==> src/rtl/dvp_frame_tx_if.sv <==
// DVP transmitter bus: frame-buffer read port, control inputs and camera-side outputs.
// master = transmitter side, slave = frame buffer / capture side.
interface dvp_frame_tx_if;
  logic        enable;
  logic [1:0]  pat_sel;
  logic [16:0] rd_addr;
  logic [11:0] rd_data;
  logic        vsync;
  logic        href;
  logic [7:0]  d;
  logic        frame_done;

  modport master (
    input  enable, pat_sel, rd_data,
    output rd_addr, vsync, href, d, frame_done
  );

  modport slave (
    output enable, pat_sel, rd_data,
    input  rd_addr, vsync, href, d, frame_done
  );
endinterface

==> src/rtl/dvp_frame_tx.sv <==
// OV7670-style DVP transmitter: VSYNC/HREF timing and RGB565 bytes from RAM or test patterns.
// All outputs registered on the rising pclk edge; no backpressure, the frame runs free once started.
module dvp_frame_tx #(
  parameter int H_ACTIVE  = 320,
  parameter int H_BLANK   = 144,
  parameter int V_ACTIVE  = 240,
  parameter int VS_LINES  = 3,
  parameter int VBP_LINES = 17,
  parameter int VFP_LINES = 10
) (
  input  logic           pclk,
  input  logic           reset,
  dvp_frame_tx_if.master bus
);
  function automatic int max2(input int a, input int b);
    return (a > b) ? a : b;
  endfunction

  localparam int L    = 2 * H_ACTIVE + H_BLANK;
  localparam int HW   = $clog2(L);
  localparam int VMAX = max2(max2(VS_LINES, VBP_LINES), max2(V_ACTIVE, VFP_LINES));
  localparam int VW   = $clog2(VMAX + 1);
  localparam logic [16:0] LAST_ADDR = 17'(H_ACTIVE * V_ACTIVE - 1);

  typedef enum logic [2:0] {S_IDLE, S_VSYNC, S_VBP, S_ACTIVE, S_VFP} state_t;

  state_t        state_q, state_d;
  logic [HW-1:0] hcnt_q, hcnt_d;
  logic [VW-1:0] vcnt_q, vcnt_d;
  logic [16:0]   rd_addr_q, rd_addr_d;
  logic [1:0]    pat_q, pat_d;
  logic [11:0]   pix_q, pix_d;
  logic          vsync_q, vsync_d;
  logic          href_q, href_d;
  logic [7:0]    d_q, d_d;
  logic          frame_done_q, frame_done_d;

  logic          line_end, last_line, pix_slot;
  logic [VW-1:0] lines_m1;
  logic [HW-1:0] col;
  logic [2:0]    bar;
  logic [11:0]   bar_word, src_word, word;
  logic [4:0]    r5, b5;
  logic [5:0]    g6;

  always_comb begin
    state_d   = state_q;
    hcnt_d    = hcnt_q;
    vcnt_d    = vcnt_q;
    rd_addr_d = rd_addr_q;
    pat_d     = pat_q;

    line_end = (hcnt_q == HW'(L - 1));
    case (state_q)
      S_VSYNC:  lines_m1 = VW'(VS_LINES - 1);
      S_VBP:    lines_m1 = VW'(VBP_LINES - 1);
      S_ACTIVE: lines_m1 = VW'(V_ACTIVE - 1);
      default:  lines_m1 = VW'(VFP_LINES - 1);
    endcase
    last_line = (vcnt_q == lines_m1);

    if (state_q == S_IDLE) begin
      hcnt_d = '0;
      vcnt_d = '0;
      if (bus.enable) state_d = S_VSYNC;
    end else begin
      hcnt_d = line_end ? '0 : hcnt_q + 1'b1;
      if (line_end) begin
        if (last_line) begin
          vcnt_d = '0;
          case (state_q)
            S_VSYNC:  state_d = S_VBP;
            S_VBP:    state_d = S_ACTIVE;
            S_ACTIVE: state_d = S_VFP;
            default:  state_d = bus.enable ? S_VSYNC : S_IDLE;
          endcase
        end else begin
          vcnt_d = vcnt_q + 1'b1;
        end
      end
    end

    if (state_d == S_VSYNC && state_q != S_VSYNC) begin
      rd_addr_d = '0;
      pat_d     = bus.pat_sel;
    end

    href_d   = (state_d == S_ACTIVE) && (hcnt_d < HW'(2 * H_ACTIVE));
    // A high-byte slot fetches a fresh word; the address moves on so the next
    // pixel's data is back from the RAM two cycles later.
    pix_slot = href_d && !hcnt_d[0];
    if (pix_slot && rd_addr_q != LAST_ADDR) rd_addr_d = rd_addr_q + 1'b1;

    col = hcnt_d >> 1;
    bar = 3'((32'(col) * 8) / H_ACTIVE);
    case (bar)
      3'd0:    bar_word = 12'hFFF;
      3'd1:    bar_word = 12'hFF0;
      3'd2:    bar_word = 12'h0FF;
      3'd3:    bar_word = 12'h0F0;
      3'd4:    bar_word = 12'hF0F;
      3'd5:    bar_word = 12'hF00;
      3'd6:    bar_word = 12'h00F;
      default: bar_word = 12'h000;
    endcase
    case (pat_q)
      2'd0:    src_word = bus.rd_data;
      2'd1:    src_word = bar_word;
      2'd2:    src_word = 12'(col);
      default: src_word = 12'hFFF;
    endcase

    word  = pix_slot ? src_word : pix_q;
    pix_d = word;
    r5    = {word[11:8], word[11]};
    g6    = {word[7:4], word[7:6]};
    b5    = {word[3:0], word[3]};

    if (!href_d)       d_d = 8'h00;
    else if (hcnt_d[0]) d_d = {g6[2:0], b5};
    else               d_d = {r5, g6[5:3]};

    vsync_d      = (state_d == S_VSYNC);
    frame_done_d = (state_d == S_VFP) && (hcnt_d == HW'(L - 1)) &&
                   (vcnt_d == VW'(VFP_LINES - 1));
  end

  always_ff @(posedge pclk) begin
    if (reset) begin
      state_q      <= S_IDLE;
      hcnt_q       <= '0;
      vcnt_q       <= '0;
      rd_addr_q    <= '0;
      pat_q        <= '0;
      pix_q        <= '0;
      vsync_q      <= 1'b0;
      href_q       <= 1'b0;
      d_q          <= '0;
      frame_done_q <= 1'b0;
    end else begin
      state_q      <= state_d;
      hcnt_q       <= hcnt_d;
      vcnt_q       <= vcnt_d;
      rd_addr_q    <= rd_addr_d;
      pat_q        <= pat_d;
      pix_q        <= pix_d;
      vsync_q      <= vsync_d;
      href_q       <= href_d;
      d_q          <= d_d;
      frame_done_q <= frame_done_d;
    end
  end

  assign bus.rd_addr    = rd_addr_q;
  assign bus.vsync      = vsync_q;
  assign bus.href       = href_q;
  assign bus.d          = d_q;
  assign bus.frame_done = frame_done_q;
endmodule
==> src/flat_wrapper.sv <==
// flat-port wrapper written by rule: the top's interface ports become plain ports
module dvp_frame_tx_flat 
#(
  parameter int H_ACTIVE  = 320,
  parameter int H_BLANK   = 144,
  parameter int V_ACTIVE  = 240,
  parameter int VS_LINES  = 3,
  parameter int VBP_LINES = 17,
  parameter int VFP_LINES = 10
)
  (pclk, reset, bus_enable, bus_pat_sel, bus_rd_data, bus_rd_addr, bus_vsync, bus_href, bus_d, bus_frame_done);
  dvp_frame_tx_if bus_i ();
  input  logic pclk;
  input  logic reset;
  input wire logic [$bits(bus_i.enable)-1:0] bus_enable;
  input wire logic [$bits(bus_i.pat_sel)-1:0] bus_pat_sel;
  input wire logic [$bits(bus_i.rd_data)-1:0] bus_rd_data;
  output wire logic [$bits(bus_i.rd_addr)-1:0] bus_rd_addr;
  output wire logic [$bits(bus_i.vsync)-1:0] bus_vsync;
  output wire logic [$bits(bus_i.href)-1:0] bus_href;
  output wire logic [$bits(bus_i.d)-1:0] bus_d;
  output wire logic [$bits(bus_i.frame_done)-1:0] bus_frame_done;
  assign bus_i.enable = bus_enable;
  assign bus_i.pat_sel = bus_pat_sel;
  assign bus_i.rd_data = bus_rd_data;
  assign bus_rd_addr = bus_i.rd_addr;
  assign bus_vsync = bus_i.vsync;
  assign bus_href = bus_i.href;
  assign bus_d = bus_i.d;
  assign bus_frame_done = bus_i.frame_done;
  dvp_frame_tx #(.H_ACTIVE(H_ACTIVE), .H_BLANK(H_BLANK), .V_ACTIVE(V_ACTIVE), .VS_LINES(VS_LINES), .VBP_LINES(VBP_LINES), .VFP_LINES(VFP_LINES)) u_core (.pclk(pclk), .reset(reset), .bus(bus_i));
endmodule
==> config.mk <==
export PLATFORM = sky130hd
export DESIGN_NAME = dvp_frame_tx_flat
export DESIGN_NICKNAME = d
export VERILOG_FILES = /design/src/rtl/dvp_frame_tx_if.sv /design/src/rtl/dvp_frame_tx.sv /design/src/flat_wrapper.sv
export SDC_FILE = /design/constraint.sdc
export NUM_CORES = 1
export LEC_CHECK = 0
export CAP_MARGIN = 20
export CORE_AREA = 2 2 88 90
export DETAILED_ROUTE_END_ITERATION = 16
export DIE_AREA = 0 0 90 92
export DONT_BUFFER_PORTS = 1
export HOLD_SLACK_MARGIN = 0.1
export MAX_ROUTING_LAYER = met4
export PLACE_DENSITY = 0.66
export SKIP_CTS_REPAIR_TIMING = 1
export SYNTH_ARGS = -nofsm -noshare
export SYNTH_HDL_FRONTEND = slang
export SYNTH_SLANG_ARGS = --single-unit
==> constraint.sdc <==
create_clock -name pclk -period 2.9 [get_ports pclk]
set_input_delay 0.29 -clock pclk [delete_from_list [all_inputs] [get_ports pclk]]
set_output_delay 0.29 -clock pclk [all_outputs]
set_load 0.01 [all_outputs]
==> results.cfg <==
[global_route]
grt_pass1_wl_mm = 15.22
antenna_found_initial = 0
overflow = 0
grt_pass1_vias = 3188
grt_start_max_net_pins = 35
grtUsageTotal_pct = 23.26

[yosys]
ys.flop_type = dfxtp_1
synth_edf_count = 0
synth.top_cell.area_share_pct = 34.04
syn_area_um2 = 3587
synthTopCellsByCount = dfxtp_1, nor2_1, a21oi_1, nand2_1, o21ai_0
yosysMostFrequentCell = dfxtp_1
syn_avg_cell_area_um2 = 8.097
synthTopCellsByArea = dfxtp_1, nor2_1, a21oi_1, nand2_1, o21ai_0
yosysSeqAreaShare_pct = 34.04
synth_area_leader_cell = dfxtp_1
synth-seq-cells = 61
synth_warnings = 0
synth.distinct_cells = 66
synthArstFlopShare_pct = 0
syn_inst = 443
synth_nets = 464

[critical_path]
rr_worst_depth = 12
cp.arrival_ns = 3.08
cp-endpoint = u_core.bus.d[5]
crit_start = u_core.hcnt_q[0]
r2r_slack_ns = 0.10
crit_fanout = 5
rr_startpoint = u_core.hcnt_q[0]
worstSetupPathType = flop to flop
cp-start-kind = flop
r2r_end = u_core.bus.d[5]
cp-end-kind = flop
worstPathRequired_ns = 3.18

[cts]
clk_pin_slew_worst_paths_ns = 0.08
clock_path_buffers = 2
cts_made_buffers = 9
cts.sinks = 61
tritoncts = built
h-tree-depth = 3
insertion_delay_ns = 0.35
clock-root-buffer = clkbuf_8

[sta]
holdWs_ns = 0.09920
skew_ns = 0.008407
min_period_ns = 2.798
setup_tns_ns = 0
max-slew-margin-rel_pct = 61.04
setup_viol = 0
post-route-period-util_pct = 96.48
worstMarginPinSlew_ns = 0.5837
clock.fmax_mhz = 357.4
hold_viol = 0
final_max_slew_viol_count = 0

[routing]
firstDrtPassIters = 5
drc_errors = 0
top_layer = met4
wl_met2_mm = 4.581
wl_met1_mm = 4.022
wl_met3_um = 441
routed_wl_mm = 9.211
wire_per_inst_um = 16.10
vias = 3414
ant_nets = 0
drt_iter0_drc = 157
detail_route.vias_per_cell = 5.969

[die]
die_x_um = 90
initial_core_util_pct = 48.17
core-area_um2 = 7447
dieArea_um2 = 8280
io_pins = 45
rows = 32
die_h_um = 92

[cells_and_area]
drive_gt1_share_pct = 19.79
final_nets = 486
diodes = 0
areaGrowthSynthToFinish_pct = 15.03
final_area_um2 = 4126

[min_path]
min_path_type = input port to flop

[power_and_ir_drop]
netSwitchingPower_w = 0.0004387
internal-power_w = 0.001274
power_frac_clock_pct = 44.7
ir_drop_v = 0.0001730
swShare_pct = 25.61
power.density_nw_per_um2 = 415.2
seqPwrFrac_pct = 49.7
power_leakage_nw = 1.421
comb_power_share_pct = 5.6

[placed_design]
hpwlAfterDp_mm = 6.665
placed_area_um2 = 3829
port_buffers = 0
place_congestion = 0.8719

[status]
outcome = complete, no violations

[run]
drv_cap = 0
==> power by group through the flow <==
stage / sequential [W] / clock, W / combinational, W
floorplan: 0.000866 / 0 / 0.0000723
finish: 0.000851 / 0.000766 / 0.0000963
global placement: 0.000872 / 0 / 0.0000847
detailed placement: 0.000872 / 0 / 0.0000843
global route: 0.000852 / 0.000816 / 0.000106
CTS: 0.000853 / 0.000785 / 0.0000849
==> cell families after synthesis <==
family	synth area share (%)
compound gates	25.53
xor+xnor	4.395
fa+ha+maj	1.395
buf+inv	5.825
flops	34.04
mux	2.267
simple gates	26.54
==> worst min path at each step <==
stage	startpoint	endpoint	cells past startpoint	slack, ns
3_5_place_dp	reset	u_core.pix_q[10]	1	0.36
5_1_grt	bus_pat_sel[1]	u_core.pat_q[1]	2	0.11
3_3_place_gp	reset	u_core.pix_q[9]	1	0.36
6_report	bus_pat_sel[0]	u_core.pat_q[0]	2	0.1
2_1_floorplan	u_core.pix_q[4]	u_core.pix_q[4]	2	0.43
4_1_cts	reset	u_core.pix_q[10]	1	-0.01
==> cells in the final DEF, fill, tap and decap left out, types with 4 or more instances in the layout <==
master	n
a211oi_1	11
a21oi_1	36
a31oi_1	16
and2_1	4
and3_1	4
buf_4	35
clkbuf_8	9
dfxtp_1	54
dfxtp_2	4
inv_1	10
mux2i_1	7
nand2_1	33
nand2b_1	9
nand3_1	10
nand4_1	7
nor2_1	56
nor2b_1	4
nor3_1	17
nor4_1	6
o211a_1	4
o211ai_1	5
o21ai_0	24
or3_1	6
xnor2_1	11
xor2_1	7
==> layout make-up <==
type | instances | area, um^2
fillers | 714 | 3321
multi-input cells | 343 | 2216
flip-flops and latches | 61 | 1237
repair buffers | 37 | 294.0
well taps | 102 | 127.6
clock buffers | 9 | 123.9
clock inverters | 7 | 73.82
inverters | 13 | 53.80
==> state kept, by name, indices dropped and copies added (netlist names) <==
register / count
u_core.vcnt_q: 8
u_core.bus.frame_done: 1
u_core.bus.d: 8
u_core.pix_q: 10
u_core.state_q: 3
u_core.bus.href: 1
u_core.hcnt_q: 10
u_core.pat_q: 2
u_core.bus.vsync: 1
u_core.bus.rd_addr: 17
==> per-stage QoR <==
stage	std cells	power (W)	utilization [%]	setup slack, ns
after floorplan	443	0.0009387	-	0.002183
after global placement	554	0.0009568	51.41	0.08313
after detailed placement	554	0.0009567	51.41	-0.02159
after CTS	570	0.001722	54.07	-0.02787
after global routing	572	0.001775	55.41	-0.006288
final	572	0.001713	55.41	0.1020
==> critical path: stages (launching register included) <==
cell and delay, ns:
dfxtp_4 0.36, ha_4 0.17, and4b_1 0.21, a31o_1 0.25
a21o_4 0.23, inv_6 0.05, ha_1 0.22, nand2b_4 0.15
o21ai_4 0.18, nor3b_4 0.24, a2111oi_4 0.12, or3_1 0.39
a31oi_1 0.16
==> routing by layer <==
layer / vias up / global-route usage, %
met5: - / -
met4: 0 / 9.103
met3: 20 / 5.259
met2: 101 / 38.66
met1: 1633 / 27.55
li1: 1660 / -
(Power assumes the default switching activity.)
